--- src/rtl/escalonador_rr_if.sv ---
// Scheduler <-> processor/OS bus: process creation, kill, PC hand-off and status.
interface escalonador_rr_if;
  localparam int unsigned PIDW = 3;
  localparam int unsigned QW   = 16;
  localparam int unsigned AW   = 32;

  logic            enable;
  logic [QW-1:0]   quantum;
  logic            create_req;
  logic [PIDW-1:0] create_pid;
  logic [AW-1:0]   create_pc;
  logic [AW-1:0]   create_base;
  logic            kill_req;
  logic [AW-1:0]   pc_atual;

  logic            halt;
  logic            load_pc;
  logic [AW-1:0]   new_pc;
  logic [AW-1:0]   deslocamento_memoria;
  logic [PIDW-1:0] pid_atual;
  logic            running;
  logic            create_err;

  modport master (
    output enable, quantum, create_req, create_pid, create_pc, create_base, kill_req, pc_atual,
    input  halt, load_pc, new_pc, deslocamento_memoria, pid_atual, running, create_err
  );

  modport slave (
    input  enable, quantum, create_req, create_pid, create_pc, create_base, kill_req, pc_atual,
    output halt, load_pc, new_pc, deslocamento_memoria, pid_atual, running, create_err
  );
endinterface

--- src/rtl/escalonador_rr.sv ---
// Eight-slot round-robin process scheduler with per-slot saved PC and memory base.
module escalonador_rr (
  input  logic            clock_i,
  input  logic            reset_i,
  escalonador_rr_if.slave bus
);
  localparam int unsigned NSLOT = 8;
  localparam int unsigned PIDW  = 3;
  localparam int unsigned QW    = 16;
  localparam int unsigned AW    = 32;

  typedef enum logic [2:0] {IDLE, SELECT, RESTORE, RUN, SAVE} state_e;

  state_e          state_q, state_d;
  logic [QW-1:0]   cnt_q, cnt_d;
  logic            kill_q, kill_d;
  logic [NSLOT-1:0] valid_q;
  logic [AW-1:0]   pc_q   [NSLOT];
  logic [AW-1:0]   base_q [NSLOT];
  logic [PIDW-1:0] pid_q;
  logic [AW-1:0]   new_pc_q, desl_q;
  logic            halt_q, load_pc_q, running_q, create_err_q;

  logic            sel_found;
  logic [PIDW-1:0] sel_pid, cand;
  logic            clear_slot, save_slot, create_hit, create_fire;

  // Next valid slot after the current one; the current slot is checked last.
  always_comb begin
    sel_found = 1'b0;
    sel_pid   = pid_q;
    cand      = pid_q;
    for (int unsigned i = 1; i <= NSLOT; i++) begin
      cand = pid_q + PIDW'(i);
      if (!sel_found && valid_q[cand]) begin
        sel_found = 1'b1;
        sel_pid   = cand;
      end
    end
  end

  // A create to the slot being killed in this same cycle is allowed to win.
  always_comb begin
    clear_slot  = (state_q == SAVE) && kill_q;
    save_slot   = (state_q == SAVE) && !kill_q;
    create_hit  = valid_q[bus.create_pid] && !(clear_slot && (bus.create_pid == pid_q));
    create_fire = bus.create_req && !create_hit;
  end

  always_comb begin
    state_d = state_q;
    cnt_d   = cnt_q;
    kill_d  = kill_q;
    unique case (state_q)
      IDLE: begin
        if (bus.enable && (|valid_q)) state_d = SELECT;
      end
      SELECT: begin
        state_d = (bus.enable && sel_found) ? RESTORE : IDLE;
      end
      RESTORE: begin
        cnt_d   = (bus.quantum == '0) ? QW'(1) : bus.quantum;
        state_d = RUN;
      end
      RUN: begin
        cnt_d = cnt_q - QW'(1);
        if (bus.kill_req || (cnt_q == QW'(1)) || !bus.enable) begin
          kill_d  = bus.kill_req;
          state_d = SAVE;
        end
      end
      SAVE: begin
        kill_d  = 1'b0;
        state_d = SELECT;
      end
      default: state_d = IDLE;
    endcase
  end

  // Outputs are registered from the next state so they line up with state_q.
  always_ff @(posedge clock_i) begin
    if (reset_i) begin
      state_q      <= IDLE;
      cnt_q        <= '0;
      kill_q       <= 1'b0;
      valid_q      <= '0;
      pid_q        <= PIDW'(NSLOT - 1);
      new_pc_q     <= '0;
      desl_q       <= '0;
      halt_q       <= 1'b1;
      load_pc_q    <= 1'b0;
      running_q    <= 1'b0;
      create_err_q <= 1'b0;
    end else begin
      state_q      <= state_d;
      cnt_q        <= cnt_d;
      kill_q       <= kill_d;
      halt_q       <= (state_d != RUN);
      running_q    <= (state_d == RUN);
      load_pc_q    <= (state_d == RESTORE);
      create_err_q <= bus.create_req && create_hit;
      if (state_d == RESTORE) begin
        pid_q    <= sel_pid;
        new_pc_q <= pc_q[sel_pid];
        desl_q   <= base_q[sel_pid];
      end
      if (clear_slot)  valid_q[pid_q]          <= 1'b0;
      if (create_fire) valid_q[bus.create_pid] <= 1'b1;
    end
  end

  // Slot payload needs no reset: it is only observable once its valid bit is set.
  always_ff @(posedge clock_i) begin
    if (!reset_i) begin
      if (save_slot) pc_q[pid_q] <= bus.pc_atual;
      if (create_fire) begin
        pc_q[bus.create_pid]   <= bus.create_pc;
        base_q[bus.create_pid] <= bus.create_base;
      end
    end
  end

  assign bus.halt                 = halt_q;
  assign bus.load_pc              = load_pc_q;
  assign bus.new_pc               = new_pc_q;
  assign bus.deslocamento_memoria = desl_q;
  assign bus.pid_atual            = pid_q;
  assign bus.running              = running_q;
  assign bus.create_err           = create_err_q;
endmodule

--- src/flat_wrapper.sv ---
// flat-port wrapper written by rule: the top's interface ports become plain ports
module escalonador_rr_flat 
  (clock_i, reset_i, bus_enable, bus_quantum, bus_create_req, bus_create_pid, bus_create_pc, bus_create_base, bus_kill_req, bus_pc_atual, bus_halt, bus_load_pc, bus_new_pc, bus_deslocamento_memoria, bus_pid_atual, bus_running, bus_create_err);
  escalonador_rr_if bus_i ();
  input  logic clock_i;
  input  logic reset_i;
  input wire logic [$bits(bus_i.enable)-1:0] bus_enable;
  input wire logic [$bits(bus_i.quantum)-1:0] bus_quantum;
  input wire logic [$bits(bus_i.create_req)-1:0] bus_create_req;
  input wire logic [$bits(bus_i.create_pid)-1:0] bus_create_pid;
  input wire logic [$bits(bus_i.create_pc)-1:0] bus_create_pc;
  input wire logic [$bits(bus_i.create_base)-1:0] bus_create_base;
  input wire logic [$bits(bus_i.kill_req)-1:0] bus_kill_req;
  input wire logic [$bits(bus_i.pc_atual)-1:0] bus_pc_atual;
  output wire logic [$bits(bus_i.halt)-1:0] bus_halt;
  output wire logic [$bits(bus_i.load_pc)-1:0] bus_load_pc;
  output wire logic [$bits(bus_i.new_pc)-1:0] bus_new_pc;
  output wire logic [$bits(bus_i.deslocamento_memoria)-1:0] bus_deslocamento_memoria;
  output wire logic [$bits(bus_i.pid_atual)-1:0] bus_pid_atual;
  output wire logic [$bits(bus_i.running)-1:0] bus_running;
  output wire logic [$bits(bus_i.create_err)-1:0] bus_create_err;
  assign bus_i.enable = bus_enable;
  assign bus_i.quantum = bus_quantum;
  assign bus_i.create_req = bus_create_req;
  assign bus_i.create_pid = bus_create_pid;
  assign bus_i.create_pc = bus_create_pc;
  assign bus_i.create_base = bus_create_base;
  assign bus_i.kill_req = bus_kill_req;
  assign bus_i.pc_atual = bus_pc_atual;
  assign bus_halt = bus_i.halt;
  assign bus_load_pc = bus_i.load_pc;
  assign bus_new_pc = bus_i.new_pc;
  assign bus_deslocamento_memoria = bus_i.deslocamento_memoria;
  assign bus_pid_atual = bus_i.pid_atual;
  assign bus_running = bus_i.running;
  assign bus_create_err = bus_i.create_err;
  escalonador_rr u_core (.clock_i(clock_i), .reset_i(reset_i), .bus(bus_i));
endmodule
--- config.mk ---
export PLATFORM = sky130hd
export DESIGN_NAME = escalonador_rr_flat
export DESIGN_NICKNAME = d
export VERILOG_FILES = /design/src/rtl/escalonador_rr_if.sv /design/src/rtl/escalonador_rr.sv /design/src/flat_wrapper.sv
export SDC_FILE = /design/constraint.sdc
export NUM_CORES = 1
export LEC_CHECK = 0
export CORE_MARGIN = 1
export CORE_UTILIZATION = 30
export DETAILED_ROUTE_END_ITERATION = 6
export SETUP_SLACK_MARGIN = 0.05
export SLEW_MARGIN = 20
export SYNTH_ARGS = -nofsm -noshare
export SYNTH_HDL_FRONTEND = slang
export SYNTH_SLANG_ARGS = --single-unit
--- constraint.sdc ---
create_clock -name clock_i -period 8.7 [get_ports clock_i]
set_input_delay 0.87 -clock clock_i [delete_from_list [all_inputs] [get_ports clock_i]]
set_output_delay 0.87 -clock clock_i [all_outputs]
set_load 0.02 [all_outputs]
==> results of run 1 <==
==> power by group through the flow <==
stage	Combinational [mW]	Sequential, mW	Clock [mW]
CTS	0.698	3.24	3.03
floorplan	0.451	3.30	0
global placement	0.679	3.30	0
global route	0.747	3.24	3.15
finish	0.691	3.24	2.98
detailed placement	0.695	3.30	0
==> registers in the layout, summed over array words and instances (netlist names) <==
signal and cells:
u_core.pc_q 256, u_core.valid_q 8, u_core.bus.deslocamento_memoria 32, u_core.bus.new_pc 32, u_core.bus.halt 1, u_core.cnt_q 16
u_core.bus.running 1, u_core.state_q 3, u_core.bus.pid_atual 3, u_core.bus.load_pc 1, u_core.base_q 256, u_core.bus.create_err 1
u_core.kill_q 1
==> logic make-up after synthesis <==
group,share of synthesized area [%]
AO/OA/AOI/OAI,7.23
adder cells (fa/ha/maj),0.366
flip-flops,63.5
multiplexers,20.3
buffers and inverters,2.65
XOR/XNOR,0.160
AND/OR/NAND/NOR,5.86
==> routing by layer <==
layer / GRT usage, % / vias up
met4: 4.08 / 30
li1: - / 7506
met5: 0 / -
met3: 4.09 / 139
met1: 21.4 / 8775
met2: 28.2 / 526
==> final cells by class <==
type / instances / area, um2 / area share [%]
Clock inverter: 32 / 447 / 1.36
Antenna cell: 4 / 10.0 / 0.0305
Inverter: 16 / 63.8 / 0.195
Multi-Input combinational cell: 1094 / 9390 / 28.6
Sequential cell: 611 / 17400 / 52.9
Tap cell: 1176 / 1470 / 4.49
Clock buffer: 95 / 1900 / 5.81
Timing Repair Buffer: 219 / 2160 / 6.58
==> placed cells by master (no fill, tap or decap), types with 5 or more instances in the layout <==
master / instances
clkdlybuf4s50_1: 190
mux4_2: 80
inv_1: 10
o21ai_0: 98
mux2_1: 16
clkinv_1: 9
clkinv_2: 9
bufinv_16: 6
a31o_2: 8
o211a_1: 19
o221ai_1: 44
nor3_1: 8
ha_1: 8
buf_4: 26
xor2_1: 5
or3_1: 5
clkbuf_1: 18
nor2_1: 64
a211oi_1: 9
nand3_1: 8
a21oi_1: 70
edfxtp_1: 512
clkbuf_16: 69
nor4_1: 9
dfxtp_1: 99
mux2_2: 305
nand2b_1: 5
a31oi_1: 21
nand2_1: 220
clkbuf_8: 8
mux2i_1: 12
==> stage by stage <==
stage	instance area [um2]	instances	hold WS (ns)	setup WS, ns
floorplan	27300	1850	0.444	3.53
global placement	30400	3115	0.457	2.97
detailed placement	30400	3115	0.501	2.88
CTS	32800	3242	0.510	2.85
global route	32800	3246	0.551	2.51
finish	32800	3247	0.515	3.00
==> worst max-delay path, delay by kind of cell, from the launching register on <==
kind,cells,cell delay (ns)
simple gates,3,1.27
mux,3,1.35
fa+ha+maj,1,0.70
buf+inv,2,0.69
compound gates,3,0.62
flops,1,0.89
==> worst paths after layout <==
path,end,slack [ns],cells after the start
setup / recovery,u_core.bus.deslocamento_memoria[16]$_SDFFE_PP0N_,3.00,12
hold / removal,u_core.cnt_q[4]$_SDFFE_PP0P_,0.52,2
setup reg to reg,u_core.bus.deslocamento_memoria[16]$_SDFFE_PP0N_,3.00,12
hold reg to reg,u_core.cnt_q[4]$_SDFFE_PP0P_,0.52,2
==> impl_metrics.py, run 1 <==
metrics = {
    "setup_path": {
        "slowest_stage": "dfxtp_1",
        "cp-startpoint": "u_core.bus.pid_atual[1]$_SDFFE_PP1N_",
        "crit_arrival_ns": 6.22,
        "critPathKind": "reg2reg",
        "path_max_fanout": 70,
        "rr_startpoint": "u_core.bus.pid_atual[1]$_SDFFE_PP1N_",
        "worst_setup_path_start_kind": "flip-flop",
        "required_ns": 9.22,
        "worstSetupEndpointType": "flip-flop",
        "critPathMaxStageDelay_ns": 0.89,
        "worstPathCellList": "inv_1 -> ha_1 -> mux4_2 -> mux2_2 -> nor4b_4 -> nand3b_1 -> a21oi_1 -> or2_4 -> buf_12 -> mux2_2 -> o221ai_1 -> a21oi_1",
    },
    "synthesis": {
        "synth_edf_count": 512,
        "synth.most_common_cell": "edfxtp_1",
        "ys_seq_area_share_pct": 63.5,
        "syn_inst": 1850,
        "ys_top_cells_by_area": "edfxtp_1, mux2_2, dfxtp_1, mux4_2, nand2_1",
        "synth_top_area_share_pct": 56.2,
        "synthFlopType": "edfxtp_1",
        "ys_async_sr_fraction_pct": 0,
        "synth_area_per_cell_um2": 14.8,
        "syn_nets": 1978,
        "synth_cell_types": 67,
        "yosys-top-cells-count": "edfxtp_1, mux2_2, nand2_1",
        "ys_warn_count": 0,
        "yosys_register_bits": 611,
        "synth_top_cell_by_area": "edfxtp_1",
        "synth_area_mm2": 0.0273,
    },
    "finish": {
        "area_growth_pct": 20.0,
        "drive_gt1_share_pct": 26.9,
        "nets": 2139,
        "fillerInstances": 8446,
        "final_util_pct": 36.4,
    },
    "timing": {
        "skew_ns": 0.0449,
        "tightest_slew_ns": 1.14,
        "slew-limit-headroom_pct": 24.0,
        "setup_violations": 0,
        "slew_viol_final": 0,
        "final.min_clock_period_ns": 5.70,
        "final_hold_viol_count": 0,
        "rsz0062_at_grt": "no",
        "setup_tns_ns": 0,
        "timing.final.crit_share_pct": 65.5,
        "fmax_mhz": 175,
    },
    "route": {
        "drt-wirelength-per-cell_um": 24.0,
        "routed.top_layer": "met5",
        "vias": 16976,
        "wl_met1_mm": 32.9,
        "wl_met2_mm": 38.1,
        "drt-initial-drc-count": 1366,
        "viasPerCell": 5.23,
        "drc_errors": 0,
        "drt_pre_antenna_iters": 7,
        "antenna_left": 0,
        "wl_met3_mm": 5.06,
        "drt_wl_total_mm": 77.9,
    },
    "power": {
        "combPwrFrac_pct": 10.0,
        "p_seq_share_pct": 46.8,
        "power_mw": 6.92,
        "power_density_mw_per_mm2": 211,
        "swShare_pct": 23.7,
        "clkPwrFrac_pct": 43.2,
        "leakage_nw": 11.0,
        "ir_drop_mv": 0.153,
        "intPower_mw": 5.28,
        "switchingPower_mw": 1.64,
    },
    "clock_network": {
        "ctsHoldBuffers": 0,
        "cts_tree": "done",
        "cts_setup_buffers": 0,
        "cts_made_buffers": 69,
        "clk_pin_slew_worst_paths_ns": 0.06,
        "cts_resized": 0,
        "clockRootBuffer": "clkbuf_16",
        "cts_sinks": 611,
        "cts_max_level": 3,
        "cts_buffer_depth": 3,
        "insertion_delay_ns": 0.63,
    },
    "global_routing": {
        "grt_antenna_before_repair": 18,
        "gr-total-overflow": 0,
        "grt_max_degree": 80,
        "grtUsageTotal_pct": 16.7,
        "grt_pass1_vias": 17605,
        "grt_pass1_wl_mm": 115,
    },
    "place": {
        "gp_congestion": 0.813,
        "port_buffers": 190,
        "hpwl_mm": 43.6,
    },
    "outcome": {
        "status": "complete, no violations",
    },
    "worst_hold_path": {
        "min-delay-start": "u_core.cnt_q[4]$_SDFFE_PP0P_",
        "min_path_type": "reg2reg",
    },
    "job": {
        "cap_violations": 0,
    },
    "die": {
        "die_w_um": 304,
        "rows": 110,
        "ios": 191,
        "initial_utilization_pct": 30.3,
        "die-area_mm2": 0.0923,
        "core-area_mm2": 0.0901,
        "die_height_um": 304,
    },
}
Note: power is estimated with default switching activity, not from simulation.
==> run 2, diff against run 1 <==
Clock period 8.7 ns to 4.8 ns, I/O delays scaled along.
==> impl_metrics.py, run 2 (synthesized netlist as in run 1, its figures left out) <==
metrics = {
    "finish": {
        "drive_gt1_share_pct": 27.7,
        "fillerInstances": 8436,
        "nets": 2166,
        "final_cell_mix": "edfxtp_1, mux2_2, nand2_1",
        "final_common_cell": "edfxtp_1",
        "reg_top3": "u_core.base_q: 256 flops, u_core.pc_q: 256 flops",
        "final_area_mm2": 0.0330,
        "final_util_pct": 36.6,
        "seqCellArea_mm2": 0.0174,
        "area_growth_pct": 20.8,
        "multi_input_area_mm2": 0.00936,
        "layout.cells.non_filler": 3273,
    },
    "place": {
        "port_buffers": 190,
        "placed_cell_area_mm2": 0.0308,
        "place_ws_ns": 0.563,
        "hpwl_mm": 47.6,
        "dp.cells": 3144,
        "gp_congestion": 0.789,
    },
    "global_routing": {
        "gr-total-overflow": 0,
        "grtUsageTotal_pct": 16.4,
        "grt_antenna_before_repair": 14,
        "grt_max_degree": 78,
        "grt_pass1_vias": 17553,
        "grt_pass1_wl_mm": 114,
    },
    "setup_path": {
        "critPathKind": "reg2reg",
        "required_ns": 5.28,
        "crit_arrival_ns": 4.63,
        "r2r-end": "u_core.bus.new_pc[2]$_SDFFE_PP0N_",
        "path_max_fanout": 39,
        "r2r_slack_ns": 0.65,
        "worstSetupEndpointType": "flip-flop",
        "r2r.worst_path.cells": 13,
        "rr_startpoint": "u_core.bus.pid_atual[0]$_SDFFE_PP1N_",
        "worst_setup_path_start_kind": "flip-flop",
    },
    "timing": {
        "rsz0062_at_grt": "no",
        "skew_ns": 0.0280,
        "hold_slack_ns": 0.498,
        "fmax_mhz": 241,
        "final.min_clock_period_ns": 4.15,
        "setup_violations": 0,
        "slew_viol_final": 0,
        "setup_tns_ns": 0,
        "final_hold_viol_count": 0,
        "worst_slack_ns": 0.647,
        "tightest_slew_ns": 1.05,
        "slew-limit-headroom_pct": 29.8,
        "timing.final.crit_share_pct": 86.5,
    },
    "clock_network": {
        "cts_sinks": 611,
        "clockRootBuffer": "clkbuf_16",
        "cts_tree": "done",
        "ctsHoldBuffers": 0,
        "cts_resized": 0,
        "insertion_delay_ns": 0.62,
        "cts_buffer_depth": 3,
        "clk_pin_slew_worst_paths_ns": 0.06,
        "cts_setup_buffers": 0,
        "cts_made_buffers": 68,
        "cts_max_level": 3,
    },
    "die": {
        "rows": 110,
        "die_w_um": 304,
        "die-area_mm2": 0.0923,
        "initial_utilization_pct": 30.3,
        "ios": 191,
        "core-area_mm2": 0.0901,
        "die_height_um": 304,
    },
    "route": {
        "drt-wirelength-per-cell_um": 23.5,
        "drc_errors": 0,
        "antenna_left": 0,
        "drt_wl_total_mm": 76.8,
        "drt-initial-drc-count": 1487,
        "drt_pre_antenna_iters": 5,
        "vias": 17093,
        "viasPerCell": 5.22,
    },
    "job": {
        "cap_violations": 0,
    },
    "worst_hold_path": {
        "min_path_type": "reg2reg",
        "min-delay-start": "u_core.cnt_q[4]$_SDFFE_PP0P_",
        "holdPathEnd": "u_core.cnt_q[4]$_SDFFE_PP0P_",
        "hold_depth": 2,
    },
    "power": {
        "intPower_mw": 9.39,
        "power_density_mw_per_mm2": 372,
        "combPwrFrac_pct": 10.5,
        "power_mw": 12.3,
        "swShare_pct": 23.6,
        "p_seq_share_pct": 47.7,
        "ir_drop_mv": 0.276,
        "leakage_nw": 11.1,
        "switchingPower_mw": 2.90,
        "clkPwrFrac_pct": 41.8,
    },
    "outcome": {
        "status": "complete, no violations",
    },
}
[run 2: cell count changes in the layout (fill, tap and decap cells not counted), moves of 3 or more]
cell and delta:
buf_12 +16, buf_4 +12, clkbuf_8 -4, clkinv_1 -3, clkinv_16 -3, clkinv_2 +4
inv_6 +3
[run 2: layout make-up]
type	instances	area share, %
sequential	611	52.6
multi-input combinational	1094	28.3
timing repair buffer	247	7.77
clock buffer	93	5.62
tap	1176	4.46
clock inverter	31	1.02
inverter	16	0.189
antenna	5	0.0379
[run 2: routing by layer]
layer | GRT usage (%) | part of all wire [%] | routed length (um)
met1 | 21.3 | 42 | 32600
met2 | 27.2 | 48 | 36800
met3 | 4.13 | 7.5 | 5760
met4 | 4.45 | 2.0 | 1520
met5 | 0 | 0.15 | 117
[run 2: how the worst max path moves through the flow]
stage | startpoint | endpoint | slack (ns) | depth (start not counted)
finish | u_core.bus.pid_atual[0]$_SDFFE_PP1N_ | u_core.bus.new_pc[2]$_SDFFE_PP0N_ | 0.65 | 13
global route | u_core.bus.pid_atual[0]$_SDFFE_PP1N_ | u_core.bus.new_pc[1]$_SDFFE_PP0N_ | 0.42 | 13
CTS | u_core.bus.pid_atual[0]$_SDFFE_PP1N_ | u_core.bus.new_pc[15]$_SDFFE_PP0N_ | 0.63 | 13
detailed placement | bus_create_pid[0] | u_core.pc_q[1][5]$_DFFE_PP_ | 0.56 | 8
global placement | bus_create_pid[0] | u_core.pc_q[1][30]$_DFFE_PP_ | 0.64 | 8
floorplan | bus_create_pid[2] | u_core.pc_q[5][0]$_DFFE_PP_ | 0.10 | 8
[run 2: power groups by stage]
stage          clock network (mW)  registers, mW  logic (mW)
4_1_cts                      5.26           5.87        1.30
5_1_grt                      5.45           5.87        1.39
2_1_floorplan                   0           5.99       0.818
3_5_place_dp                    0           5.98        1.29
6_report                     5.14           5.87        1.29
3_3_place_gp                    0           5.98        1.27
[run 2: critical path, stage by stage (launching register included)]
cell and delay, ns:
dfxtp_1 0.34, inv_2 0.11, ha_1 0.34, buf_4 0.22, mux4_2 0.39, mux2_2 0.34
nor4b_4 0.31, nand3b_1 0.17, a21oi_1 0.32, or2_4 0.41, buf_12 0.30, mux2_2 0.37
o221ai_1 0.26, a21oi_1 0.11
